**src/rtl/vote_session_ctrl_if.sv**
```systemverilog
// Signal bundle between the officer/voter panel and the voting-session controller.
// The panel side drives the master modport; the controller uses the slave modport.
interface vote_session_ctrl_if #(
    parameter int CNT_W = 10
);
    logic             mode;
    logic             auth;
    logic             button;
    logic [3:0]       candidate;
    logic [3:0]       vote_inc;
    logic             armed;
    logic             reject;
    logic             timeout;
    logic [CNT_W-1:0] total_votes;

    modport master (
        output mode, auth, button, candidate,
        input  vote_inc, armed, reject, timeout, total_votes
    );

    modport slave (
        input  mode, auth, button, candidate,
        output vote_inc, armed, reject, timeout, total_votes
    );
endinterface

```
**src/rtl/vote_session_ctrl.sv**
```systemverilog
// Voting-session controller: one authorized voter yields exactly one one-hot
// increment, with reject, timeout, release/cooldown and result-mode lockout.
module vote_session_ctrl #(
    parameter int ARM_TIMEOUT = 1000,
    parameter int COOLDOWN    = 16,
    parameter int CNT_W       = 10
) (
    input logic               clk,
    input logic               reset_all,
    vote_session_ctrl_if.slave bus
);
    localparam int ARM_W = $clog2(ARM_TIMEOUT + 1);
    localparam int CD_W  = $clog2(COOLDOWN + 1);
    localparam logic [ARM_W-1:0] ARM_LOAD = ARM_W'(ARM_TIMEOUT - 1);
    localparam logic [CD_W-1:0]  CD_LOAD  = CD_W'(COOLDOWN - 1);

    typedef enum logic [2:0] {
        S_IDLE,
        S_ARMED,
        S_COMMIT,
        S_RELEASE,
        S_COOLDOWN
    } state_e;

    state_e           state_q, state_d;
    logic             auth_q, btn_q;
    logic [ARM_W-1:0] arm_tmr_q, arm_tmr_d;
    logic [CD_W-1:0]  cd_tmr_q, cd_tmr_d;
    logic [3:0]       sel_q, sel_d;

    logic [3:0]       vote_inc_q, vote_inc_d;
    logic             armed_q, armed_d;
    logic             reject_q, reject_d;
    logic             timeout_q, timeout_d;
    logic [CNT_W-1:0] total_q, total_d;

    logic auth_rise;
    logic btn_rise;
    logic cand_ok;

    assign auth_rise = bus.auth & ~auth_q;
    assign btn_rise  = bus.button & ~btn_q;
    assign cand_ok   = (bus.candidate != 4'd0) &&
                       ((bus.candidate & (bus.candidate - 4'd1)) == 4'd0);

    // Edge registers reset high so a key or button held through reset release
    // is never mistaken for a fresh press.
    // NOTE: sequential state uses non-blocking (<=) so every flop samples
    // pre-edge values regardless of statement order.
    always_ff @(posedge clk or negedge reset_all) begin
        if (!reset_all) begin
            state_q    <= S_IDLE;
            auth_q     <= 1'b1;
            btn_q      <= 1'b1;
            arm_tmr_q  <= '0;
            cd_tmr_q   <= '0;
            sel_q      <= 4'd0;
            vote_inc_q <= 4'd0;
            armed_q    <= 1'b0;
            reject_q   <= 1'b0;
            timeout_q  <= 1'b0;
            total_q    <= '0;
        end else begin
            state_q    <= state_d;
            auth_q     <= bus.auth;
            btn_q      <= bus.button;
            arm_tmr_q  <= arm_tmr_d;
            cd_tmr_q   <= cd_tmr_d;
            sel_q      <= sel_d;
            vote_inc_q <= vote_inc_d;
            armed_q    <= armed_d;
            reject_q   <= reject_d;
            timeout_q  <= timeout_d;
            total_q    <= total_d;
        end
    end

    // NOTE: every variable gets a default at the top of the block so no path
    // leaves it unassigned and no latch is inferred.
    always_comb begin
        state_d   = state_q;
        arm_tmr_d = arm_tmr_q;
        cd_tmr_d  = cd_tmr_q;
        sel_d     = sel_q;

        unique case (state_q)
            S_IDLE: begin
                if (!bus.mode && auth_rise) begin
                    state_d   = S_ARMED;
                    arm_tmr_d = ARM_LOAD;
                end
            end

            S_ARMED: begin
                if (bus.mode) begin
                    state_d = S_IDLE;
                end else if (btn_rise && cand_ok) begin
                    sel_d   = bus.candidate;
                    state_d = S_COMMIT;
                end else if (btn_rise) begin
                    // A rejected press on the last cycle parks the timer at
                    // zero so the timeout fires on the following cycle.
                    if (arm_tmr_q != '0) arm_tmr_d = arm_tmr_q - ARM_W'(1);
                end else if (arm_tmr_q == '0) begin
                    state_d = S_IDLE;
                end else begin
                    arm_tmr_d = arm_tmr_q - ARM_W'(1);
                end
            end

            S_COMMIT: state_d = S_RELEASE;

            S_RELEASE: begin
                if (!bus.button) begin
                    cd_tmr_d = CD_LOAD;
                    state_d  = S_COOLDOWN;
                end
            end

            S_COOLDOWN: begin
                if (cd_tmr_q == '0) state_d = S_IDLE;
                else                cd_tmr_d = cd_tmr_q - CD_W'(1);
            end

            default: state_d = S_IDLE;
        endcase
    end

    // Reject and timeout are decided from the same-cycle inputs; the vote pulse
    // and armed flag follow the current state one register stage later.
    always_comb begin
        vote_inc_d = (state_q == S_COMMIT) ? sel_q : 4'd0;
        armed_d    = (state_q == S_ARMED);
        reject_d   = (state_q == S_ARMED) && !bus.mode && btn_rise && !cand_ok;
        timeout_d  = (state_q == S_ARMED) && !bus.mode && !btn_rise &&
                     (arm_tmr_q == '0);
        total_d    = total_q;
        if ((state_q == S_COMMIT) && (total_q != '1)) begin
            total_d = total_q + CNT_W'(1);
        end
    end

    assign bus.vote_inc    = vote_inc_q;
    assign bus.armed       = armed_q;
    assign bus.reject      = reject_q;
    assign bus.timeout     = timeout_q;
    assign bus.total_votes = total_q;
endmodule

```
**src/flat_wrapper.sv**
```systemverilog
// flat-port wrapper written by rule: the top's interface ports become plain ports
module vote_session_ctrl_flat 
#(
    parameter int ARM_TIMEOUT = 1000,
    parameter int COOLDOWN    = 16,
    parameter int CNT_W       = 10
)
  (clk, reset_all, bus_mode, bus_auth, bus_button, bus_candidate, bus_vote_inc, bus_armed, bus_reject, bus_timeout, bus_total_votes);
  vote_session_ctrl_if #(.CNT_W(CNT_W)) bus_i ();
  input logic clk;
  input logic reset_all;
  input wire logic [$bits(bus_i.mode)-1:0] bus_mode;
  input wire logic [$bits(bus_i.auth)-1:0] bus_auth;
  input wire logic [$bits(bus_i.button)-1:0] bus_button;
  input wire logic [$bits(bus_i.candidate)-1:0] bus_candidate;
  output wire logic [$bits(bus_i.vote_inc)-1:0] bus_vote_inc;
  output wire logic [$bits(bus_i.armed)-1:0] bus_armed;
  output wire logic [$bits(bus_i.reject)-1:0] bus_reject;
  output wire logic [$bits(bus_i.timeout)-1:0] bus_timeout;
  output wire logic [$bits(bus_i.total_votes)-1:0] bus_total_votes;
  assign bus_i.mode = bus_mode;
  assign bus_i.auth = bus_auth;
  assign bus_i.button = bus_button;
  assign bus_i.candidate = bus_candidate;
  assign bus_vote_inc = bus_i.vote_inc;
  assign bus_armed = bus_i.armed;
  assign bus_reject = bus_i.reject;
  assign bus_timeout = bus_i.timeout;
  assign bus_total_votes = bus_i.total_votes;
  vote_session_ctrl #(.ARM_TIMEOUT(ARM_TIMEOUT), .COOLDOWN(COOLDOWN), .CNT_W(CNT_W)) u_core (.clk(clk), .reset_all(reset_all), .bus(bus_i));
endmodule
```
**config.mk**
```make
export PLATFORM = sky130hd
export DESIGN_NAME = vote_session_ctrl_flat
export DESIGN_NICKNAME = d
export VERILOG_FILES = /design/src/rtl/vote_session_ctrl_if.sv /design/src/rtl/vote_session_ctrl.sv /design/src/flat_wrapper.sv
export SDC_FILE = /design/constraint.sdc
export NUM_CORES = 1
export LEC_CHECK = 0
export CAP_MARGIN = 40
export CORE_UTILIZATION = 45
export CTS_BUF_LIST = sky130_fd_sc_hd__clkbuf_16
export CTS_CLUSTER_DIAMETER = 40
export DETAILED_ROUTE_END_ITERATION = 10
export PLACE_DENSITY_LB_ADDON = 0.15
export SLEW_MARGIN = 40
export SYNTH_ARGS = -nofsm -noshare
export SYNTH_HDL_FRONTEND = slang
export SYNTH_SLANG_ARGS = --single-unit
```
**constraint.sdc**
```tcl
create_clock -name clk -period 3.96 [get_ports clk]
set_input_delay 0.396 -clock clk [delete_from_list [all_inputs] [get_ports clk]]
set_output_delay 0.396 -clock clk [all_outputs]
set_load 0.02 [all_outputs]
```
* Word-level counts from Yosys, hierarchy flattened *
Index checks and enable logic that the tools add are counted.

storage, ports and cells
  flip-flop bits (word level) = 41
  input bits = 9
  output and inout bits = 17
  word-level logic and storage cells = 79

cells by class
  add/subtract/negate cells = 4
  eq/ne operators = 15
  multiplexer cells = 19
  bitwise logic cells = 6
  reductions and logical operators = 24

operators by type and width
  operator                                              number
  two-way mux 10 bit                                    6
  two-way mux 3 bit                                     7
  one-hot mux 10 bit (2 select lines)                   1
  one-hot mux 3 bit (5 select lines)                    1
  adder 10 x 1 -> 10 bit (second input constant)        1
  logical NOT 10 bit                                    1
  two-way mux 5 bit                                     2
  != test 10 bit (second input constant)                1
  one-hot mux 5 bit (2 select lines)                    1
  nonzero test 10 bit                                   1
  subtractor 10 x 1 -> 10 bit (second input constant)   1
  logical AND 1 bit                                     9
  != test 2 bit (second input constant)                 4
  != test 4 bit (second input constant)                 2
  equality test 3 x 2 -> 1 bit (second input constant)  2
  != test 3 bit (second input constant)                 2
  AND reduction 3 bit                                   2
  AND reduction 6 bit                                   1
  logical NOT 5 bit                                     1
  AND reduction 5 bit                                   1
  subtractor 5 x 1 -> 5 bit (second input constant)     1
  AND 4 bit                                             1
  logical NOT 4 bit                                     1
  two-way mux 4 bit                                     1
  10 further kinds                                      17

* Depth between registers and ports, before layout *
Gate-level depths: netlist of the first run.

  depth in word-level cells = 8
  gate-level depth with buffers = 9
  depth with buffers taken out = 8

* Worst setup path before layout of the first run *
OpenSTA, ideal clock, no wires.

  kind = reg-to-reg
  start = register u_core.arm_tmr_q[0]
  end = register u_core.state_q[0]
  library setup time = 133 ps
  data arrival time = 1,885 ps
  required time = 3,827 ps
  path slack = 1,941 ps
  cell stages (with the launch flop) = 10
  buffers on the path = 1
  period minus slack after synthesis = 2,019 ps
  cells stage by stage = dfrtp_1 > inv_1 > ha_1 > or4b_1 > or3_4 > o21ai_4 > a21oi_2 > buf_6 > a211oi_2 > nor2_1

on the way
  word-level cells in the longest chain between the ends = 3

ends and longest elaborated chain
  element                        RTL line                  RTL
  start: declaration             vote_session_ctrl.sv:27   logic [ARM_W-1:0] arm_tmr_q, arm_tmr_d;
  start signal: assignment       vote_session_ctrl.sv:67   arm_tmr_q <= arm_tmr_d;
  logical NOT 10 bit             vote_session_ctrl.sv:104  end else if (arm_tmr_q == '0) begin
  != test 4 bit (no line)        --
  AND reduction 5 bit (no line)  --
  end signal: assignment         vote_session_ctrl.sv:64   state_q <= state_d;
  end: declaration               vote_session_ctrl.sv:25   state_e state_q, state_d;

No other way between the ends.
A chain may end at the register's enable or synchronous reset.

* Worst setup path in the final report of the first run *
  start = register u_core.arm_tmr_q[0]
  end = register u_core.arm_tmr_q[2]

on the way
  word-level cells in the longest chain between the ends = 6
  elaborated cells on any way between the ends = 12
  those cells by class = add/sub: 1; eq/ne: 2; mux: 6; reduce/logical: 3

ends and longest elaborated chain
  element                                       RTL line                                            RTL
  subtractor 10 x 1 -> 10 bit                   vote_session_ctrl.sv:103, vote_session_ctrl.sv:107
  two-way mux 10 bit, on equally long branches  vote_session_ctrl.sv:104, vote_session_ctrl.sv:103
  two-way mux 10 bit                            vote_session_ctrl.sv:100                            end else if (btn_rise) begin
  two-way mux 10 bit                            vote_session_ctrl.sv:97                             end else if (btn_rise && cand_ok) begin
  two-way mux 10 bit                            vote_session_ctrl.sv:95                             if (bus.mode) begin
  one-hot mux 10 bit (2 select lines)           vote_session_ctrl.sv:86                             unique case (state_q)

Parallel ways exist; a longest one is shown, timed or not. The select of a mux whose other input is x is not followed.

==> flow_summary_export.csv, run 1 <==
group,metric,value,unit
worst_setup_path,critPathMaxStageDelay,0.45,ns
worst_setup_path,crit_fanout,12,
timing,fmax,448.8,MHz
clock_tree,htree_levels,2,
clock_tree,cts_resized,0,
clock_tree,clock_latency,0.28,ns
worst_setup_path,endpoint_kind,"flip-flop",
clock_tree,post_cts_buffers,0,
timing,grt_setup_unrepaired,"no",
yosys,yosysUniqueCellTypes,47,
place,place_area,2273,sq um
timing,setup_viol,0,
place,place_ws,1.588,ns
power_and_ir_drop,leakagePower,0.001013,uW
yosys,ys_warn_count,0,
worst_setup_path,cp_data_required_time,4.16,ns
die,die_y,68.49,um
layout,antenna_cells,0,
routing,viasPerCell,5.483,
power_and_ir_drop,powerDensity,533.9,nW/um^2
yosys,synth_area_leader_cell,"dfrtp_1",
yosys,synth-main-ff-cell,"dfrtp_1",
worst_setup_path,arrival,2.43,ns
yosys,netlist.area_leader.share,0.4906,
layout,fin_area,2406,sq um
timing,clock_skew,0.004474,ns
grt,overflow,0,
die,dieArea,4691,sq um
routing,wl_per_cell,14.02,um
die,die_w,68.49,um
routing,drc_errors,0,
place,gp_congestion,0.8431,
clock_tree,cts_tree,"yes",
timing,slew_headroom,0.4945,
routing,drt-initial-drc-count,94,
grt,grt_pass1_vias,1419,
yosys,async_reset_ff_frac,1.000,
worst_setup_path,worstPathCellList,"inv_1 -> ha_1 -> or4b_1 -> or3_4 -> o21ai_4 -> a21oi_2 -> and2_1 -> a31oi_1",
routing,firstDrtPassIters,4,
timing,tightest_slew,0.7549,ns
worst_setup_path,crit_path_top_delay_cell,"or4b_1",
timing,period_share,0.5626,
clock_tree,path_clk_slew,0.06,ns
layout,area_growth,20.94,%
die,io_pins,26,
worst_setup_path,worst-path-buf-inv,1,
timing,final_max_slew_viol_count,0,
yosys,syn_area_per_cell,10.58,sq um
place,dp_hpwl,2633,um
die,initial_core_util,0.4834,
layout,fin_nets,229,
yosys,synth_area,1989,sq um
yosys,yosys-top-cells-count,"dfrtp_1 (39), nor2_1 (25), nand2_1 (13)",
timing,hold_slack,0.09334,ns
power_and_ir_drop,peakVddDrop,0.0003501,V
die,rows,23,
yosys,yosys-top-cells-area,"dfrtp_1 (49%), nor2_1 (4.7%), xnor2_1 (4.4%)",
timing,post-route-min-period,2.228,ns
place,portBuffers,25,
die,core,4115,sq um
timing,worst_slack,1.732,ns
timing,setup_tns,0,ns
worst_setup_path,cp-start-kind,"flip-flop",
grt,track_usage,0.1877,
yosys,synth-seq-cells,41,
min_path,hp-class,"in -> async",
run_status,outcome,"completed",
layout,final_core_util,0.5847,
clock_tree,clk_path_buf_depth,2,
yosys,synth-edff-count,0,
grt,grt_max_degree,42,
run,max_cap_viol_count,0,
grt,grt_pass1_wl,6430,um
clock_tree,numClockSinks,41,
clock_tree,cts_root_buffer,"clkbuf_16",
routing,wl,3715,um
clock_tree,cts_buffers,5,
worst_setup_path,crit_type,"reg -> reg",
yosys,syn-instance-count,188,
grt,grt_antenna_before_repair,0,
worst_setup_path,critPathTopFamily,"simple AND/OR/NAND/NOR gates",
routing,vias,1453,
layout,final_layout_size_suffix_gt1_frac,0.1070,
yosys,seq_area_frac_synth,0.5170,
clock_tree,cts.hold.buffers_added,0,
yosys,synth.most_common_cell,"dfrtp_1",
routing,ant_nets,0,
yosys,syn_nets,202,
timing,hold_violations,0,
state kept, by name, indices dropped and copies added, names as in the netlist:
signal                  cells
u_core.auth_q               1
u_core.cd_tmr_q             5
u_core.bus.total_votes     10
u_core.bus.armed            1
u_core.btn_q                1
u_core.bus.vote_inc         4
u_core.bus.reject           1
u_core.sel_q                4
u_core.bus.timeout          1
u_core.arm_tmr_q           10
u_core.state_q              3
cell usage in the layout (no fill, tap or decap), types with 2 or more instances in the layout:
cell / Yosys / final
and4_1: 2 / 2
nor2b_1: 2 / 2
nor2_1: 25 / 25
clkbuf_16: 0 / 5
ha_1: 5 / 5
o21ai_0: 2 / 2
xnor2_1: 10 / 10
nor3_1: 4 / 4
nand2_1: 13 / 13
and2_1: 7 / 7
mux2_2: 5 / 5
nor4b_1: 4 / 4
a31oi_1: 2 / 2
xor2_1: 3 / 3
inv_1: 7 / 8
nand3_1: 2 / 2
a211oi_1: 4 / 4
nand4_1: 4 / 4
a211oi_2: 2 / 2
dfstp_2: 2 / 2
nand2b_1: 2 / 2
a21oi_1: 8 / 8
dfrtp_1: 39 / 39
clkdlybuf4s50_1: 0 / 24
and3_1: 3 / 3
o21ai_1: 3 / 3
nor3b_1: 3 / 3
logic make-up after synthesis:
group,after synthesis,synth area share
xor+xnor,13,0.05723
simple gates,81,0.2270
compound gates,30,0.1076
buf+inv,12,0.02641
fa+ha+maj,5,0.03145
mux,6,0.03333
flops,41,0.5170
area by class of cell:
cell class                 instances  area [sq um]
tap                               50         62.56
clock inverter                     2         7.507
multi-input combinational        135         908.4
clock buffer                       5         125.1
timing repair buffer              25         247.7
inverter                           7         26.28
fill                             350          1709
sequential                        41          1028
path summary, 6_finish.rpt:
kind                                                  from                          endpoint  slack (ns)  cells after the start
max                        u_core.arm_tmr_q[0]$_DFFE_PN0P_   u_core.arm_tmr_q[2]$_DFFE_PN0P_        1.73                      8
min                                              reset_all    u_core.cd_tmr_q[2]$_DFFE_PN0P_        0.09                      1
max reg2reg                u_core.arm_tmr_q[0]$_DFFE_PN0P_   u_core.arm_tmr_q[2]$_DFFE_PN0P_        1.73                      8
min in group clk               u_core.sel_q[1]$_DFFE_PN0P_  u_core.bus.vote_inc[1]$_DFF_PN0_        0.48                      1
min reg2reg                    u_core.sel_q[1]$_DFFE_PN0P_  u_core.bus.vote_inc[1]$_DFF_PN0_        0.48                      1
max in group asynchronous                        reset_all            u_core.btn_q$_DFF_PN1_        3.50                      1
where the power goes:
part	internal, uW	switching (uW)	leakage [uW]	total (uW)
logic	150	185	0.000445	335
registers	500	81.0	0.000499	581
clock network	225	144	0.0000685	369
total	875	410	0.00101	1280
per-stage QoR:
step	power (uW)	std cells
floorplan	812.1	188
global placement	905.2	258
detailed placement	922.9	258
CTS	1296	265
global route	1371	265
finish	1285	265
layer usage:
layer  global-route usage  wire length (um)  part of all wire
met3              0.04934               120             0.032
met1               0.2410              1787              0.48
met5                    0                 0                 0
met4              0.08333                57             0.015
met2               0.2966              1748              0.47
worst reg2reg max path, cell delays in order (launching register included):
cell	delay [ns]
dfrtp_1	0.40
inv_1	0.10
ha_1	0.15
or4b_1	0.45
or3_4	0.37
o21ai_4	0.10
a21oi_2	0.17
and2_1	0.27
a31oi_1	0.16
Power figures use the tool's default switching activity.
==> inputs of run 2 (changes only) <==
==> constraint.sdc (replaced) <==
create_clock -name clk -period 2.2 [get_ports clk]
set_input_delay 0.22 -clock clk [delete_from_list [all_inputs] [get_ports clk]]
set_output_delay 0.22 -clock clk [all_outputs]
set_load 0.02 [all_outputs]
==> flow_summary_export.csv, run 2 (synthesis gave the netlist of run 1 again) <==
group,metric,value,unit
layout,fin_area,2510,sq um
clock_tree,cts_root_buffer,"clkbuf_16",
routing,ant_nets,0,
min_path,hp-class,"in -> reg",
clock_tree,clock_latency,0.28,ns
timing,slew_headroom,0.6599,
clock_tree,htree_levels,2,
grt,grt_pass1_vias,1454,
power_and_ir_drop,peakVddDrop,0.0005254,V
clock_tree,numClockSinks,41,
run_status,outcome,"finished with violations",
die,initial_core_util,0.4834,
routing,viasPerCell,5.529,
power_and_ir_drop,power_switching,798.9,uW
timing,worst_slack,-0.03774,ns
run_status,violations,"negative setup slack",
timing,fmax,446.9,MHz
clock_tree,clk_path_buf_depth,2,
place,portBuffers,25,
routing,route.met2.wl,1882,um
routing,highest_layer,"met4",
timing,tightest_slew,0.5068,ns
routing,drc_errors,0,
worst_setup_path,cp_data_required_time,2.41,ns
routing,met1_length,1707,um
layout,final_common_cell,"dfrtp_1",
die,rows,23,
routing,drt-initial-drc-count,112,
timing,hold_violations,0,
die,dieArea,4691,sq um
clock_tree,cts_buffers,5,
clock_tree,cts_tree,"yes",
routing,vias,1515,
grt,grt_max_degree,42,
routing,firstDrtPassIters,4,
place,dp_hpwl,2638,um
timing,post-route-min-period,2.238,ns
routing,met3WireLength,192,um
layout,antenna_cells,0,
place,gp_congestion,0.8352,
worst_setup_path,crit_fanout,7,
grt,overflow,0,
die,die_y,68.49,um
routing,wl,3830,um
power_and_ir_drop,p_comb_frac,0.283,
power_and_ir_drop,swShare,0.3275,
power_and_ir_drop,leakagePower,0.001050,uW
worst_setup_path,crit_type,"reg -> reg",
die,die_w,68.49,um
power_and_ir_drop,powerDensity,971.9,nW/um^2
die,io_pins,26,
grt,track_usage,0.1865,
power_and_ir_drop,power,2439,uW
timing,clock_skew,0.002983,ns
timing,final_max_slew_viol_count,0,
timing,grt_setup_unrepaired,"yes",
place,place_area,2303,sq um
layout,final_layout_size_suffix_gt1_frac,0.1696,
die,core,4115,sq um
power_and_ir_drop,p_int,1641,uW
timing,period_share,1.017,
layout,fin_nets,237,
power_and_ir_drop,seqPwrFrac,0.431,
clock_tree,path_clk_slew,0.06,ns
layout,layout_common_cells,"dfrtp_1 (39), nor2_1 (25), clkdlybuf4s50_1 (24), nand2_1 (13), xnor2_1 (10)",
routing,wl_per_cell,13.98,um
worst_setup_path,cp-start-kind,"flip-flop",
worst_setup_path,arrival,2.45,ns
layout,area_growth,26.16,%
run,max_cap_viol_count,0,
power_and_ir_drop,pwr-share-clk,0.286,
grt,grt_pass1_wl,6479,um
timing,setup_viol,5,
grt,grt_antenna_before_repair,0,
worst_setup_path,endpoint_kind,"flip-flop",
[run 2: layout make-up]
| type | instances | area [sq um] |
|---|---|---|
| fillers | 330 | 1605 |
| flip-flops and latches | 41 | 1028 |
| multi-input cells | 135 | 934.6 |
| repair buffers | 33 | 314.1 |
| clock buffers | 5 | 125.1 |
| well taps | 50 | 62.56 |
| inverters | 7 | 26.28 |
| clock inverters | 3 | 18.77 |
[run 2: through the flow]
| stage | instances | setup WS (ns) | utilization | hold slack, ns | setup TNS [ns] |
|---|---|---|---|---|---|
| 6_report | 274 | -0.03774 | 0.6099 | 0.3763 | -0.1187 |
| 5_1_grt | 274 | -0.1109 | 0.6099 | 0.3797 | -0.5304 |
| 4_1_cts | 271 | 0.01228 | 0.5990 | 0.3772 | 0 |
| 3_5_place_dp | 262 | 0.01043 | 0.5597 | 0.2342 | 0 |
| 3_3_place_gp | 262 | 0.07285 | 0.5591 | 0.3926 | 0 |
| 2_1_floorplan | 188 | 0.1813 | - | -0.07559 | 0 |
[run 2: per-layer routing]
| layer | track usage | vias to the layer above |
|---|---|---|
| met5 | 0 | - |
| met4 | 0.05469 | 0 |
| met3 | 0.04770 | 5 |
| met2 | 0.2990 | 38 |
| met1 | 0.2479 | 743 |
| li1 | - | 729 |
[run 2: final timing paths]
kind | to | depth (start not counted) | slack [ns] | startpoint
worst min-delay path | u_core.auth_q$_DFF_PN1_ | 1 | 0.38 | bus_auth
worst min register to register | u_core.bus.vote_inc[2]$_DFF_PN0_ | 1 | 0.47 | u_core.sel_q[2]$_DFFE_PN0P_
worst max register to register | u_core.arm_tmr_q[8]$_DFFE_PN0P_ | 9 | -0.04 | u_core.arm_tmr_q[0]$_DFFE_PN0P_
worst max-delay path | u_core.arm_tmr_q[8]$_DFFE_PN0P_ | 9 | -0.04 | u_core.arm_tmr_q[0]$_DFFE_PN0P_
max in group asynchronous | u_core.btn_q$_DFF_PN1_ | 2 | 1.39 | reset_all
min in group asynchronous | u_core.cd_tmr_q[3]$_DFFE_PN0P_ | 2 | 0.46 | reset_all
[run 2: repair_timing]
action / 4_1_cts / 5_1_grt
hold buffers: 1 / 0
hold endpoints to repair: 39 / 0
pin swaps: 1 / 3
setup endpoints to repair: 4 / 7
cloned: 0 / 0
setup buffers: 0 / 3
gates resized for setup: 1 / 9
[run 2: critical path, stage by stage, from the launching register on]
cell     delay (ns)
dfrtp_1        0.43
inv_2          0.10
ha_2           0.17
or4b_4         0.46
or3_4          0.37
o21ai_4        0.10
a21oi_4        0.12
buf_6          0.18
and3_4         0.16
o21ai_2        0.09
[run 2: power by group through the flow]
| stage | clock network [uW] | logic, uW | registers (uW) |
|---|---|---|---|
| 2_1_floorplan | 0 | 413 | 1050 |
| 3_3_place_gp | 0 | 610 | 1050 |
| 3_5_place_dp | 0 | 630 | 1050 |
| 4_1_cts | 713 | 647 | 1040 |
| 5_1_grt | 750 | 765 | 1080 |
| 6_report | 698 | 691 | 1050 |
